## src/rtl/mul_sequencer.sv

```systemverilog
// Iterative shift-add 64-bit multiply controller that borrows the execute-stage ALU adder.
// Optional macro MUL_EARLY_EXIT_EN: stop iterating once no set multiplier bits remain.
module mul_sequencer #(
    parameter int N = 64
) (
    input  logic         clk,
    input  logic         reset,
    input  logic         start,
    input  logic         flush,
    input  logic [N-1:0] multiplicand,
    input  logic [N-1:0] multiplier,
    input  logic [N-1:0] alu_result,
    output logic         alu_own,
    output logic [N-1:0] alu_a,
    output logic [N-1:0] alu_b,
    output logic [3:0]   alu_control,
    output logic         stall,
    output logic         done,
    output logic [N-1:0] product
);

    localparam int         CNT_W   = (N > 1) ? $clog2(N) : 1;
    localparam logic [3:0] ALU_ADD = 4'b0010;
    localparam logic [3:0] ALU_NOP = 4'b0000;

    typedef enum logic [1:0] {
        S_IDLE,
        S_ITER,
        S_DONE
    } state_t;

    state_t             state_q, state_d;
    logic [N-1:0]       acc_q, acc_d;
    logic [N-1:0]       mcand_q, mcand_d;
    logic [N-1:0]       mplier_q, mplier_d;
    logic [N-1:0]       product_q, product_d;
    logic [CNT_W-1:0]   cnt_q, cnt_d;
    logic               last_iter;
    logic               start_acc;

    assign start_acc = start && !flush;

`ifdef MUL_EARLY_EXIT_EN
    // Once the shifted multiplier runs out of set bits, the remaining adds are all no-ops.
    assign last_iter = ((mplier_q >> 1) == '0) || (cnt_q == CNT_W'(N - 1));
`else
    assign last_iter = (cnt_q == CNT_W'(N - 1));
`endif

    always_comb begin
        state_d   = state_q;
        acc_d     = acc_q;
        mcand_d   = mcand_q;
        mplier_d  = mplier_q;
        cnt_d     = cnt_q;
        product_d = product_q;
        alu_own   = 1'b0;
        stall     = 1'b0;
        done      = 1'b0;

        case (state_q)
            S_IDLE: begin
                if (start_acc) begin
                    acc_d    = '0;
                    mcand_d  = multiplicand;
                    mplier_d = multiplier;
                    cnt_d    = '0;
                    state_d  = S_ITER;
`ifdef MUL_EARLY_EXIT_EN
                    if (multiplier == '0) begin
                        state_d = S_DONE;
                    end
`endif
                end
            end

            S_ITER: begin
                alu_own = 1'b1;
                stall   = 1'b1;
                if (flush) begin
                    state_d = S_IDLE;
                end else begin
                    if (mplier_q[0]) begin
                        acc_d = alu_result;
                    end
                    mcand_d  = mcand_q << 1;
                    mplier_d = mplier_q >> 1;
                    cnt_d    = cnt_q + 1'b1;
                    if (last_iter) begin
                        state_d = S_DONE;
                    end
                end
            end

            S_DONE: begin
                // Pipeline stays held through this cycle even when a flush kills the result.
                stall   = 1'b1;
                state_d = S_IDLE;
                if (!flush) begin
                    done      = 1'b1;
                    product_d = acc_q;
                end
            end

            default: begin
                state_d = S_IDLE;
            end
        endcase
    end

    // ALU operand mux is gated so the execute stage sees zeros whenever it owns the ALU.
    assign alu_a       = alu_own ? acc_q   : '0;
    assign alu_b       = alu_own ? mcand_q : '0;
    assign alu_control = alu_own ? ALU_ADD : ALU_NOP;
    assign product     = product_q;

    always_ff @(posedge clk) begin
        if (reset) begin
            state_q   <= S_IDLE;
            acc_q     <= '0;
            mcand_q   <= '0;
            mplier_q  <= '0;
            cnt_q     <= '0;
            product_q <= '0;
        end else begin
            state_q   <= state_d;
            acc_q     <= acc_d;
            mcand_q   <= mcand_d;
            mplier_q  <= mplier_d;
            cnt_q     <= cnt_d;
            product_q <= product_d;
        end
    end

endmodule

```

## config.mk

```make
export PLATFORM = sky130hd
export DESIGN_NAME = mul_sequencer
export DESIGN_NICKNAME = d
export VERILOG_FILES = /design/src/rtl/mul_sequencer.sv
export SDC_FILE = /design/constraint.sdc
export NUM_CORES = 1
export LEC_CHECK = 0
export CORE_MARGIN = 4
export CORE_UTILIZATION = 25
export CTS_CLUSTER_DIAMETER = 100
export DETAILED_ROUTE_END_ITERATION = 8
export PLACE_DENSITY = 0.59
export REMOVE_ABC_BUFFERS = 1
export SYNTH_ARGS = -nofsm -noshare
export SYNTH_HDL_FRONTEND = slang
export SYNTH_SLANG_ARGS = --single-unit
export TNS_END_PERCENT = 1
```

## constraint.sdc

```tcl
create_clock -name clk -period 1.8 [get_ports clk]
set_clock_uncertainty 0.05 [all_clocks]
set_input_delay 0.27 -clock clk [delete_from_list [all_inputs] [get_ports clk]]
set_output_delay 0.27 -clock clk [all_outputs]
set_load 0.01 [all_outputs]
```

### Word level (Yosys, flattened, before mapping)

Index checks and enable logic that the tools add are counted.

| storage, ports and cells | value |
|---|---|
| register bits | 264 |
| bits in latches | 0 |
| memory bits (writable) | 0 |
| memory bits (read-only) | 0 |
| word-level logic and storage cells | 48 |
| memories | 0 |

| operators by class | value |
|---|---|
| add/sub/neg operators | 1 |
| multipliers | 0 |
| div/mod/pow operators | 0 |
| $lt $le $gt $ge | 0 |
| eq/ne operators | 7 |
| shift-type cells | 0 |
| multiplexer cells | 24 |
| bitwise gates (word level) | 1 |
| reductions and logical operators | 9 |

Operator list:

| cell | count |
|---|---|
| 64-bit two-way mux | 9 |
| 64-bit case mux with 2 select lines | 3 |
| 6-bit two-way mux | 2 |
| 6-bit case mux with 2 select lines | 1 |
| 2-bit two-way mux | 4 |
| 6-bit by 1-bit adder with 6-bit output (second input constant) | 1 |
| 6-bit equality test (second input constant) | 1 |
| 2-bit inequality test (second input constant) | 3 |
| 1-bit two-way mux | 4 |
| 2-bit case mux with 2 select lines | 1 |
| 2-bit AND reduction | 2 |
| 4-bit AND reduction | 1 |
| 3-bit inequality test (second input constant) | 1 |
| 3-bit AND reduction | 1 |
| 2-bit by 1-bit equality test with 1-bit output (second input constant) | 1 |
| 2-bit equality test (second input constant) | 1 |
| 2-bit zero test | 1 |
| 2-bit nonzero test | 1 |
| 2-bit OR reduction | 1 |
| 1-bit logical AND | 1 |
| 1-bit zero test | 1 |
| 1-bit inverter | 1 |

### Longest topological paths before layout

Gate-level depths: netlist (run 1).

| logic depth | value |
|---|---|
| word-level depth | 4 |
| mapped depth | 9 |
| gate-level depth less buffers | 6 |

### Worst setup path before layout (run 1)

Ideal clock, no wire load.

| timing | value |
|---|---|
| kind | register -> output |
| start point | register state_q[1] |
| end point | output alu_a[15] |
| arrival time | 1.628 ns |
| data required time | 1.480 ns |
| slack | -0.148 ns |
| stages on the path, launching flop included | 8 |
| path buffers | 4 |
| cells stage by stage | dfxtp_1 inv_1 ha_1 buf_4 buf_2 clkbuf_1 clkbuf_1 and2_1 |

| between the ends | value |
|---|---|
| longest elaborated chain between the ends | 3 |

RTL lines:

| item | line | source |
|---|---|---|
| start, declared | 32 | `state_t state_q, state_d;` |
| start signal, assigned | 126 | `state_q <= state_d;` |
| 2-bit by 1-bit equality test with 1-bit output | 61 | `case (state_q)` |
| 1-bit two-way mux | 61 |  |
| net alu_own | 13 | `output logic alu_own,` |
| 64-bit two-way mux | 112 | `assign alu_a = alu_own ? acc_q : '0;` |
| end, declared | 14 | `output logic [N-1:0] alu_a,` |

The timed path passes the listed nets, and every way through them passes these cells.

### Final worst setup path (run 1)

| timing | value |
|---|---|
| start point | register state_q[1] |
| end point | output alu_a[13] |

| between the ends | value |
|---|---|
| longest elaborated chain between the ends | 3 |

RTL lines:

| item | line |
|---|---|
| 2-bit by 1-bit equality test with 1-bit output | 61 |
| 1-bit two-way mux | 61 |
| 64-bit two-way mux | 112 |

Every way passes these cells.

==> results of run 1 <==
layer usage:
metal  share of wire  GRT usage  up-vias
li1                -          -     6200
met1            0.45      0.217     6138
met2            0.45      0.254      463
met3           0.071     0.0302       60
met4           0.023     0.0389        0
met5               0          0        -
what timing repair did:
item | in CTS | in global routing
endpoints found under the hold margin | 0 | 0
cloned | 4 | 6
buffers inserted | 7 | 6
pin swaps | 163 | 24
resized for setup | 564 | 279
setup endpoints to repair | 367 | 347
critical path: stages, from the launching register on:
cell	delay, ns
sky130_fd_sc_hd__dfxtp_2	0.35
sky130_fd_sc_hd__inv_4	0.05
sky130_fd_sc_hd__ha_4	0.18
sky130_fd_sc_hd__buf_6	0.13
sky130_fd_sc_hd__buf_12	0.13
sky130_fd_sc_hd__clkbuf_16	0.17
sky130_fd_sc_hd__and2_4	0.16
sky130_fd_sc_hd__buf_6	0.11
power by group through the flow:
stage               Sequential, mW  Combinational [mW]  Clock (mW)
floorplan                     6.39                1.60           0
global placement              6.48                3.24           0
detailed placement            6.48                3.30           0
CTS                           6.36                3.52        6.68
global route                  6.40                4.13        6.90
finish                        6.37                3.84        6.49
kinds of logic after synthesis:
family / Yosys count
mux: 65
other cells: 1
simple gates: 530
fa+ha+maj: 4
compound gates: 468
buf+inv: 191
flops: 264
flip-flops by register name (all words and copies together) (netlist names):
register,count
state_q,2
mplier_q,64
acc_q,64
cnt_q,6
mcand_q,64
product,64
final cells by class:
| cell class | count | area (um^2) |
|---|---|---|
| fillers | 4996 | 29700 |
| multi-input cells | 1070 | 6830 |
| repair buffers | 511 | 5330 |
| flip-flops and latches | 264 | 5290 |
| clock buffers | 41 | 862 |
| well taps | 664 | 831 |
| clock inverters | 12 | 180 |
| inverters | 7 | 31.3 |
placed cells by master, fill, tap and decap left out, types with 51 or more instances in the layout:
cell type / instances
sky130_fd_sc_hd__o31ai_1: 67
sky130_fd_sc_hd__dfxtp_1: 262
sky130_fd_sc_hd__buf_2: 51
sky130_fd_sc_hd__nand2_1: 258
sky130_fd_sc_hd__o21ai_0: 67
sky130_fd_sc_hd__and2_4: 85
sky130_fd_sc_hd__mux2i_1: 63
sky130_fd_sc_hd__nand3_1: 64
sky130_fd_sc_hd__a311oi_1: 55
sky130_fd_sc_hd__clkdlybuf4s50_1: 202
sky130_fd_sc_hd__a31oi_1: 62
sky130_fd_sc_hd__a21oi_1: 162
sky130_fd_sc_hd__buf_6: 93
sky130_fd_sc_hd__buf_4: 58
how the worst min path moves through the flow:
| stage | start | endpoint | slack (ns) | cells after the start |
|---|---|---|---|---|
| floorplan | reset | acc_q[0]$_SDFFE_PP0P_ | 0.29 | 1 |
| global placement | product[51]$_SDFFE_PP0P_ | product[51]$_SDFFE_PP0P_ | 0.39 | 2 |
| detailed placement | product[46]$_SDFFE_PP0P_ | product[46]$_SDFFE_PP0P_ | 0.40 | 2 |
| CTS | flush | cnt_q[4]$_SDFFE_PP0P_ | 0.04 | 3 |
| global route | flush | cnt_q[4]$_SDFFE_PP0P_ | 0.07 | 3 |
| finish | flush | cnt_q[4]$_SDFFE_PP0P_ | 0.08 | 3 |
==> impl_summary.md, run 1 <==
Floorplan
The number of standard-cell rows in the floorplan is 81. The initial utilization of the core area, before any placement, comes to 0.253. The overall die height is 231 um. The placeable core region is 49100 um^2.

The floorplan step defined a die boundary enclosing 53300 um^2. The total I/O pin count is 395. The die width is 231 um.

STA
The actual transition at the worst max-transition pin is 0.641 ns. The sum of negative setup slack is -73.59 ns. The minimum clock period after layout is 2.19 ns.

The worst hold slack across all endpoints is 0.0757 ns. The post-route fraction of the period consumed by the critical path is 1.22. The fmax is 457 MHz. The relative max-transition margin is 0.573. Setup repair after global routing could not meet its margin everywhere.

The number of hold-slack violations in the final timing report is 0. After layout, the worst setup slack is -0.389 ns. The setup violation total in the final timing report is 325. The final max-slew violation count came to 0.

Placement
The instance area at placement is 17600 um^2. The number of cells after detailed placement is 2495. The minimum setup slack after placement is -0.235 ns. Input and output buffers added on the ports amount to 391.

Routability-driven placement finished with a final weighted congestion of 0.823. Detailed placement finished with a half-perimeter wire length of 30400 um.

Status
The flow ran to the end, but the final reports show violations. The checks that failed: negative setup slack.

Critical path
STA classifies the critical path endpoint as an output port. In this run the worst path has a maximum fanout of 8. The critical path startpoint category is a register. The count of cells along the worst register-to-register path is 9. At the worst endpoint, the arrival time is 1.87 ns.

In this run the critical register-to-register path is captured at acc_q[31]$_SDFFE_PP0P_. The critical path ends at alu_a[13]. Across all register-to-register paths, the minimum setup slack is -0.33 ns.

The startpoint of the most critical register-to-register path is state_q[1]$_SDFFE_PP0P_. At the worst endpoint, the required time is 1.48 ns. The start-to-end type of the worst setup path is register to output port.

Tracing the worst setup path back leads to its startpoint at state_q[1]$_SDFFE_PP0P_.

Finish
For this run, the share of the core covered by cells in the final layout is 0.395. The number of inserted diodes is 0. After routing the design area is 19400 um^2. The finished layout holds 2569 standard cells, fillers aside. The area overhead of the layout relative to synthesis is 55.9%.

In the final design database the tool counted 2084 nets. The layout cell share with drive strength beyond 1 is 0.249.

Yosys
The synthesized-area fraction occupied by ao, oa, aoi and oai cells was 0.230. In the synthesized netlist the async set-or-reset flop fraction comes to 0. Of the total synthesized cell area, the portion taken by XOR and XNOR cells is 0.

The area share of the largest cell type after synthesis is 0.426. The number of warnings issued by yosys is 0. In this run the cell area of the synthesized design comes to 12400 um^2. By area, the combinational part of the netlist is dominated by compound AO/OA/AOI/OAI gates.

Synthesis produced 1523 cells. The prevailing post-synth register cell is sky130_fd_sc_hd__dfxtp_1. Of the total synthesized cell area, the portion taken by full adders, half adders and majority gates is 0.00403. After synthesis, the share of cell area in mux cells is 0.0525. The cell taking the most area after synthesis is sky130_fd_sc_hd__dfxtp_1.

The synthesized design contains 0 enable-type register cells. The synthesized design contains 264 register bits. In this run the mean area of a mapped cell was 8.15 um^2. Counting instances in the post-synthesis netlist gives the leading cell types as sky130_fd_sc_hd__dfxtp_1 (264), sky130_fd_sc_hd__nand2_1 (258), sky130_fd_sc_hd__a21oi_1 (202).

In the post-synthesis netlist, the biggest area contributors are sky130_fd_sc_hd__dfxtp_1 (43%), sky130_fd_sc_hd__a21oi_1 (8.1%), sky130_fd_sc_hd__nand2_1 (7.8%). Of the total synthesized cell area, the portion taken by AND, OR, NAND and NOR gates is 0.216. The synthesized netlist contains 33 unique library cells. The part of the Yosys area used for sequential elements is 0.426. The most frequent cell after synthesis is sky130_fd_sc_hd__dfxtp_1.

Pwr
In this run the power spent charging and discharging nets is 4.80 mW. The total internal power is 11.9 mW. The switching fraction of total power is 0.287.

The share of total power dissipated in sequential elements is 0.382. The share of power burned in the clock network is 0.389. The ratio of total power to cell area is 863 nW/um^2. Summed over all cells, the static leakage comes to 7.36 nW. The share of total power dissipated in combinational logic is 0.230. The total power consumption of the routed design is 16.7 mW.

Across the VDD grid, the largest voltage drop is 638 uV.

Global route
The final global-route overflow total is 0. The largest net degree at the start of global routing is 70. The number of global-route vias before repair is 12400. The number of antenna violations at the first check in global routing was 0. The total routing usage reported by global routing is 0.157. The wire length of the first global-routing pass is 69500 um.

Routing
The vias after detailed routing is 12900. After the first detailed-routing iteration, the DRC count stood at 897. The final wirelength is 46300 um. The ratio of routed vias to standard cells is 5.01. For this run, the detailed router's first-pass iteration total came to 6. The number of nets with antenna violations after routing is 0. For this run, design rule violations remaining after detail routing come to 0. After detailed routing, the average wire length per cell comes to 18.0 um.

Clocking
The number of hold buffers added after CTS was 0. The clock drives 264 sinks. CTS built an H-tree with a depth of 1. TritonCTS built the clock tree.

The register clock-pin slew on the reported worst setup and hold paths is 0.06 ns. Clock tree synthesis inserted a total of 30 buffers. The clock tree root driver cell is sky130_fd_sc_hd__clkbuf_16. The clock latency on the worst-skew pair is 0.57 ns. No sink is reached through more buffers than the 3 on the longest clock path.

Worst hold path
The path category of the worst min-delay check is input pin to register.

Run
The tool flagged a number of max-cap violations equal to 0.
(Power assumes the default switching activity.)
==> run 2, diff against run 1 <==
--- a/config.mk
+++ b/config.mk
@@ -6,10 +6,10 @@
 export NUM_CORES = 1
 export LEC_CHECK = 0
 export CORE_MARGIN = 4
-export CORE_UTILIZATION = 25
+export CORE_UTILIZATION = 42
 export CTS_CLUSTER_DIAMETER = 100
 export DETAILED_ROUTE_END_ITERATION = 8
-export PLACE_DENSITY = 0.59
+export PLACE_DENSITY = 0.86
 export REMOVE_ABC_BUFFERS = 1
 export SYNTH_ARGS = -nofsm -noshare
 export SYNTH_HDL_FRONTEND = slang
==> run 2 against run 1 <==
  * The flow still finishes with violations (negative setup slack)
  * Worst setup slack gained 0.038 ns
  * Worst hold slack better by 0.11 ns
  * Critical path type unchanged
  * Power decreased by 3.2%
  * Non-clock buffer count decreased by 4
  * Final area shrank 0.90%
  * Final cell count down 11%
  * Sequential power hardly changed
  * Clock power shrank 10%
  * Combinational power increased by 4%
  * Register-to-register slack better by 0.05 ns
  * Clock-buffer cell count is 4 higher
  * Critical endpoint is now alu_b[59]
  * Global-route usage grew 9.5 points
==> impl_summary.md, run 2 (synthesis results as in run 1) <==
Critical path
The largest fanout on the critical path is 7. The worst setup path is captured at an output port. The slowest stage of the critical path belongs to the cell sky130_fd_sc_hd__dfxtp_2. Walking the worst path, the cells encountered are inv_2, ha_4, buf_4, buf_12, buf_16, and2_4, buf_6.

The critical path contains buffers and inverters numbering 5 combined. Among cell families on the critical path, the largest total delay comes from buffers and inverters. On the worst path, the slowest cell contributes a delay of 0.35 ns.

The required time of the worst setup path is 1.48 ns. The worst setup path is launched from a register. The arrival time of the worst setup path is 1.83 ns.

The setup path with the least slack is of type register to output port.

Floorplan
From bottom edge to top edge, the die measures 180 um. The placeable core region is 28900 um^2. The initialized floorplan defines 62 standard-cell rows.

The die area is 32400 um^2. The initial core utilization is 0.429. The die is 180 um wide. The total I/O pin count is 395.

Routing
Using the TritonRoute via totals, the vias-per-cell ratio works out to 5.91. Detailed routing inserted a total of 13500 vias. After detailed routing, the average wire length per cell comes to 20.1 um.

The number of nets with antenna violations after routing is 0. In the routed design, unresolved DRC markers number 0. The number of detailed-routing iterations run before antenna repair is 6. For this block, the routed nets add up to 45800 um of wire. After the first detailed-routing iteration, the DRC count stood at 1316.

Global route
The number of global-route vias before repair is 13000. The total routing usage reported by global routing is 0.253. The number of antenna violations at the first check in global routing is 0. The first global-routing pass estimated 69500 um of wire. The largest net degree at the start of global routing is 69.

The final global-route overflow total is 0.

Finish
The finished cells cover 19200 um^2. The library cells used most frequently in the layout, excluding fill and tap cells, are sky130_fd_sc_hd__dfxtp_1 (263), sky130_fd_sc_hd__nand2_1 (255), sky130_fd_sc_hd__clkdlybuf4s50_1 (248). The final net count is 2078.

The layout cell share with drive strength beyond 1 is 0.262. The number of inserted diodes is 0. The final core area utilization is 0.663. Leaving out fill and tap cells, the most frequent cell in the layout is sky130_fd_sc_hd__dfxtp_1. The area overhead of the layout relative to synthesis is 54.5%.

Placement
Summing all placed instances gives a cell area of 17100 um^2. The detailed placer's ending HPWL is 28100 um. At the placement stage, the worst setup path has a slack of -0.300 ns.

Input and output buffers added on the ports amount to 391. The routability-driven placement congestion ratio is 0.866.

Clocking
TritonCTS created 28 clock buffers. After clock tree synthesis, the flow added hold-fix buffers numbering 0. The clock sink total is 264. The TritonCTS clock tree is yes. The number of buffers on the longest clock path is 3. The clock tree root driver cell is sky130_fd_sc_hd__clkbuf_16. The H-tree depth is 1. After clock tree synthesis, the clock-pin slew on the worst setup and hold paths is 0.06 ns.

The clock latency on the worst-skew pair is 0.54 ns.

STA
The actual transition at the worst max-transition pin is 0.554 ns. The worst pin sits at a relative slew slack of 0.630. The number of hold-slack violations in the final timing report is 0. The post-route fraction of the period consumed by the critical path is 1.19. The fmax is 465 MHz.

Summed over all failing endpoints, the final setup total negative slack is -64.90 ns. Across all setup checks in the final design, the least slack found is -0.351 ns. Setup violations remaining at the end of the flow were counted as 331. The final max-slew violation count came to 0. Setup repair after global routing could not meet its margin everywhere.

For the finished layout, the period the worst path requires is 2.15 ns.

Pwr
The ratio of total power to cell area is 843 nW/um^2. Across the VDD grid, the largest voltage drop is 733 uV. The static leakage is 7.03 nW.

Status
The final reports fail on negative setup slack. The flow ran to the end, but the final reports show violations.

Run
The tool flagged a number of max-cap violations equal to 0.

Worst hold path
The path category of the worst min-delay check is input pin to register.
[run 2: cell types whose count changed in the layout (fill, tap and decap cells not counted), moves of 16 or more]
cell | previous run | this run
sky130_fd_sc_hd__clkdlybuf4s50_1 | 202 | 248
sky130_fd_sc_hd__dlygate4sd2_1 | 40 | 0
sky130_fd_sc_hd__o21ai_0 | 67 | 50
sky130_fd_sc_hd__o21ai_1 | 0 | 17
sky130_fd_sc_hd__buf_2 | 51 | 35
sky130_fd_sc_hd__buf_6 | 93 | 109
[run 2: metrics by stage]
step                power [mW]  hold slack, ns  instances
floorplan                 7.99           0.289       1341
global placement          9.52           0.391       2208
detailed placement        9.60           0.396       2208
CTS                       15.9           0.163       2280
global route              16.7           0.173       2283
finish                    16.2           0.181       2283
[run 2: cell type report]
type	instances	area, um^2
fill	2068	9760
multi-input combinational	1070	6950
timing repair buffer	507	5510
sequential	264	5290
clock buffer	45	856
tap	384	480
clock inverter	6	61.3
inverter	7	27.5
[run 2: path summary, 6_finish.rpt]
| kind | startpoint | end | slack, ns | cells past startpoint |
|---|---|---|---|---|
| setup / recovery | state_q[1]$_SDFFE_PP0P_ | alu_b[59] | -0.35 | 7 |
| hold / removal | flush | mcand_q[42]$_SDFFE_PP0P_ | 0.18 | 3 |
| setup reg to reg | state_q[1]$_SDFFE_PP0P_ | acc_q[38]$_SDFFE_PP0P_ | -0.28 | 9 |
| hold reg to reg | product[37]$_SDFFE_PP0P_ | product[37]$_SDFFE_PP0P_ | 0.40 | 2 |
[run 2: worst register-to-register path, cell delays in order, from the launching register on]
cell                        delay [ns]
sky130_fd_sc_hd__dfxtp_2          0.33
sky130_fd_sc_hd__inv_2            0.07
sky130_fd_sc_hd__ha_4             0.20
sky130_fd_sc_hd__buf_6            0.12
sky130_fd_sc_hd__buf_12           0.11
sky130_fd_sc_hd__bufbuf_16        0.30
sky130_fd_sc_hd__buf_8            0.16
sky130_fd_sc_hd__nand2_1          0.06
sky130_fd_sc_hd__or4_1            0.45
sky130_fd_sc_hd__a21oi_2          0.16
[run 2: layer usage]
layer	share of wire	track usage	vias to the layer above
li1	-	-	6181
met1	0.38	0.312	6388
met2	0.49	0.441	811
met3	0.092	0.0546	122
met4	0.034	0.0777	0
met5	0	0	-
[run 2: report_power, final]
group / switching (mW) / leakage, nW / internal [mW]
sequential: 0.218 / 2.15 / 6.14
clock: 2.43 / 0.449 / 3.38
combinational: 2.04 / 4.43 / 1.94
[run 2: what timing repair did]
action                                  4_1_cts  5_1_grt
buffers inserted                             12        3
endpoints found under the setup margin      334      343
resized for setup                           696      188
gates cloned                                 10        1
pin swaps                                   146       80
==> run 3, diff against run 2 <==
--- a/config.mk
+++ b/config.mk
@@ -5,7 +5,7 @@
 export SDC_FILE = /design/constraint.sdc
 export NUM_CORES = 1
 export LEC_CHECK = 0
-export CORE_MARGIN = 4
+export CORE_MARGIN = 5
 export CORE_UTILIZATION = 42
 export CTS_CLUSTER_DIAMETER = 100
 export DETAILED_ROUTE_END_ITERATION = 8
==> run 3 against run 2 <==
  * The run still ends with negative setup slack left
  * Critical endpoint is now alu_a[62]
  * Sequential power about the same
  * Register-to-register slack better by 0.05 ns
  * Power decreased by 0.52%
  * Via count fell by 0.84%
  * Fmax up 4.3%
  * Largest cell class unchanged
  * First-iteration DRC count is 5.3% higher
  * Critical path depth is 1 lower
==> impl_summary.md, run 3 (synthesis results as in run 1) <==
Status
The run finished, with violations left. The checks that failed: negative setup slack.

STA
Setup repair after global routing could not meet its margin everywhere. The final max-slew violation count is 0. Setup slack on the critical path of the routed design comes to -0.262 ns. The setup violation total in the final timing report is 309. The number of hold-slack violations in the final timing report came to 0.

The post-route fraction of the period consumed by the critical path is 1.15. The fmax is 485 MHz. The minimum clock period after layout is 2.06 ns. Hold timing on the final database bottoms out at a slack of 0.206 ns.

Critical path
Traced cell by cell, the critical path runs through inv_4, ha_4, buf_12, buf_16, and2_1, buf_2. The required time of the worst setup path is 1.48 ns. The critical path startpoint category is a register.

In this run the register-to-register setup slack is -0.23 ns. At the worst endpoint, the arrival time is 1.74 ns. In this run the critical register-to-register path is captured at acc_q[1]$_SDFFE_PP0P_.

In this design, the stage delay of the slowest critical-path cell is 0.35 ns. The kind of end point of the critical path is an output port. In this run the number of cells on the critical path is 6.

The count of cells along the worst register-to-register path is 9. In this design, the largest share of critical-path delay is due to buffers and inverters. The number of buffers and inverters on the critical path is 4. The timing endpoint of the critical path is alu_a[62].

The startpoint of the most critical register-to-register path is state_q[1]$_SDFFE_PP0P_. Of all nets on the critical path, the largest fanout is 16. The cell with the largest stage delay on the worst path is sky130_fd_sc_hd__dfxtp_2.

The critical path is of the register to output port type. The source of the critical timing path is state_q[1]$_SDFFE_PP0P_.

Finish
The finished cells cover 18700 um^2. From synthesis to final layout, the design area changed by 50.8%. The final net count is 2077. The library cells used most frequently in the layout, excluding fill and tap cells, are sky130_fd_sc_hd__dfxtp_1 (263), sky130_fd_sc_hd__nand2_1 (257), sky130_fd_sc_hd__clkdlybuf4s50_1 (243). The library cell used most frequently in the layout, excluding fill and tap cells, is sky130_fd_sc_hd__dfxtp_1.

For this run, the number of standard cells in the final layout without fillers is 2289. At the end of the flow the core is filled with cells to 0.637. The layout cell share with drive strength beyond 1 is 0.231.

Floorplan
The total I/O pin count is 395. In this run the vertical extent of the chip is 182 um. The floorplan has 63 rows.

The initial core utilization is 0.422. Measured along the x axis, the die boundary spans 182 um. The placeable core region is 29400 um^2.

The die area is 33100 um^2.

Clocking
Buffers inserted during clock tree synthesis total 28. The TritonCTS clock tree is yes. The clock tree root driver cell is sky130_fd_sc_hd__clkbuf_16. The register clock-pin slew on the reported worst setup and hold paths is 0.07 ns. In this run the number of H-tree levels came out at 1. For this design, the sink count on the clock tree is 264. The longest clock path from root to sink contains 3 buffers. The later pin in the worst-skew pair is clocked with a latency of 0.54 ns.

Placement
The routability-driven placement congestion ratio is 0.920. The detailed placer's ending HPWL is 28600 um. Summing all placed instances gives a cell area of 17000 um^2. The number of buffers inserted by port buffering is 391.

The number of cells after detailed placement is 2208.

Pwr
The total power consumption of the routed design is 16.1 mW. The share of power burned in the clock network is 0.368. The ratio of total power to cell area is 859 nW/um^2. The fraction of power consumed by sequential logic is 0.396. The combinational power share is 0.236. The switching fraction of total power is 0.289.

The static leakage is 6.97 nW. The peak supply drop is 533 uV. In this run the power spent charging and discharging nets is 4.64 mW. The total internal power is 11.4 mW.

Global route
The total routing usage reported by global routing is 0.244. The first global-routing pass estimated 67900 um of wire. The number of global-route vias before repair is 12700. Entering global routing, the biggest net connects 65 pins. The number of antenna violations at the first check in global routing is 1. The final global-route overflow total is 0.

Routing
The vias after detailed routing is 13400. The detailed-route wire length per cell is 19.9 um. The ratio of routed vias to standard cells is 5.85. The number of nets with antenna violations after routing is 0. The DRC violations left is 0. The pre-antenna-repair detailed-routing pass consisted of 7 iterations. The iteration-0 DRC count of the detailed router is 1386.

For this block, the routed nets add up to 45600 um of wire.

Worst hold path
The path category of the worst min-delay check is input pin to register.

Run
Max-cap violations in this run came to 0.
## run 3: cell types whose count changed in the layout (fill, tap and decap cells not counted), moves of 8 or more
cell                       previous run  this run
sky130_fd_sc_hd__buf_6              109        85
sky130_fd_sc_hd__a21oi_2             52        30
sky130_fd_sc_hd__buf_2               35        64
sky130_fd_sc_hd__buf_12              36        28
sky130_fd_sc_hd__a311oi_1            54        63
sky130_fd_sc_hd__and2_4              99        67
sky130_fd_sc_hd__a311oi_2            11         2
sky130_fd_sc_hd__and2_1              29        61
sky130_fd_sc_hd__a21oi_1            150       172
## run 3: metal layers
| metal | track usage | up-vias | share of wire |
|---|---|---|---|
| met3 | 0.0529 | 127 | 0.095 |
| li1 | - | 6187 | - |
| met4 | 0.0874 | 0 | 0.039 |
| met2 | 0.403 | 787 | 0.47 |
| met1 | 0.315 | 6287 | 0.40 |
| met5 | 0 | - | 0 |
## run 3: layout make-up
cell class	count	area (um^2)
Timing Repair Buffer	505	5200
Fill cell	2280	10700
Inverter	7	30.0
Tap cell	390	488
Clock buffer	44	882
Multi-Input combinational cell	1071	6770
Antenna cell	1	2.50
Sequential cell	264	5290
Clock inverter	7	62.6
## run 3: worst min path at each step
stage / slack (ns) / endpoint / cells past startpoint / start
3_5_place_dp: 0.40 / product[9]$_SDFFE_PP0P_ / 2 / product[9]$_SDFFE_PP0P_
4_1_cts: 0.19 / cnt_q[1]$_SDFFE_PP0P_ / 2 / reset
5_1_grt: 0.23 / cnt_q[0]$_SDFFE_PP0P_ / 2 / reset
2_1_floorplan: 0.29 / acc_q[0]$_SDFFE_PP0P_ / 1 / reset
6_report: 0.21 / mplier_q[52]$_SDFFE_PP0P_ / 2 / reset
3_3_place_gp: 0.39 / product[19]$_SDFFE_PP0P_ / 2 / product[19]$_SDFFE_PP0P_
## run 3: power by group through the flow
stage	clock network, mW	logic [mW]	registers, mW
floorplan	0	1.60	6.39
global placement	0	3.03	6.46
detailed placement	0	3.09	6.47
CTS	5.98	3.47	6.35
global route	6.24	4.04	6.38
finish	5.92	3.80	6.36
## run 3: metrics by stage
stage | worst slack [ns] | TNS [ns]
finish | -0.262 | -43.69
global route | -0.313 | -67.18
CTS | -0.391 | -80.51
detailed placement | -0.339 | -67.54
global placement | -0.274 | -63.33
floorplan | -8.48 | -2074.76
## run 3: repair_timing
action	in CTS	in global routing
hold buffers	0	0
gates resized for setup	617	187
setup endpoints to repair	385	404
pin swaps	132	59
setup buffers	6	13
gates cloned	6	8
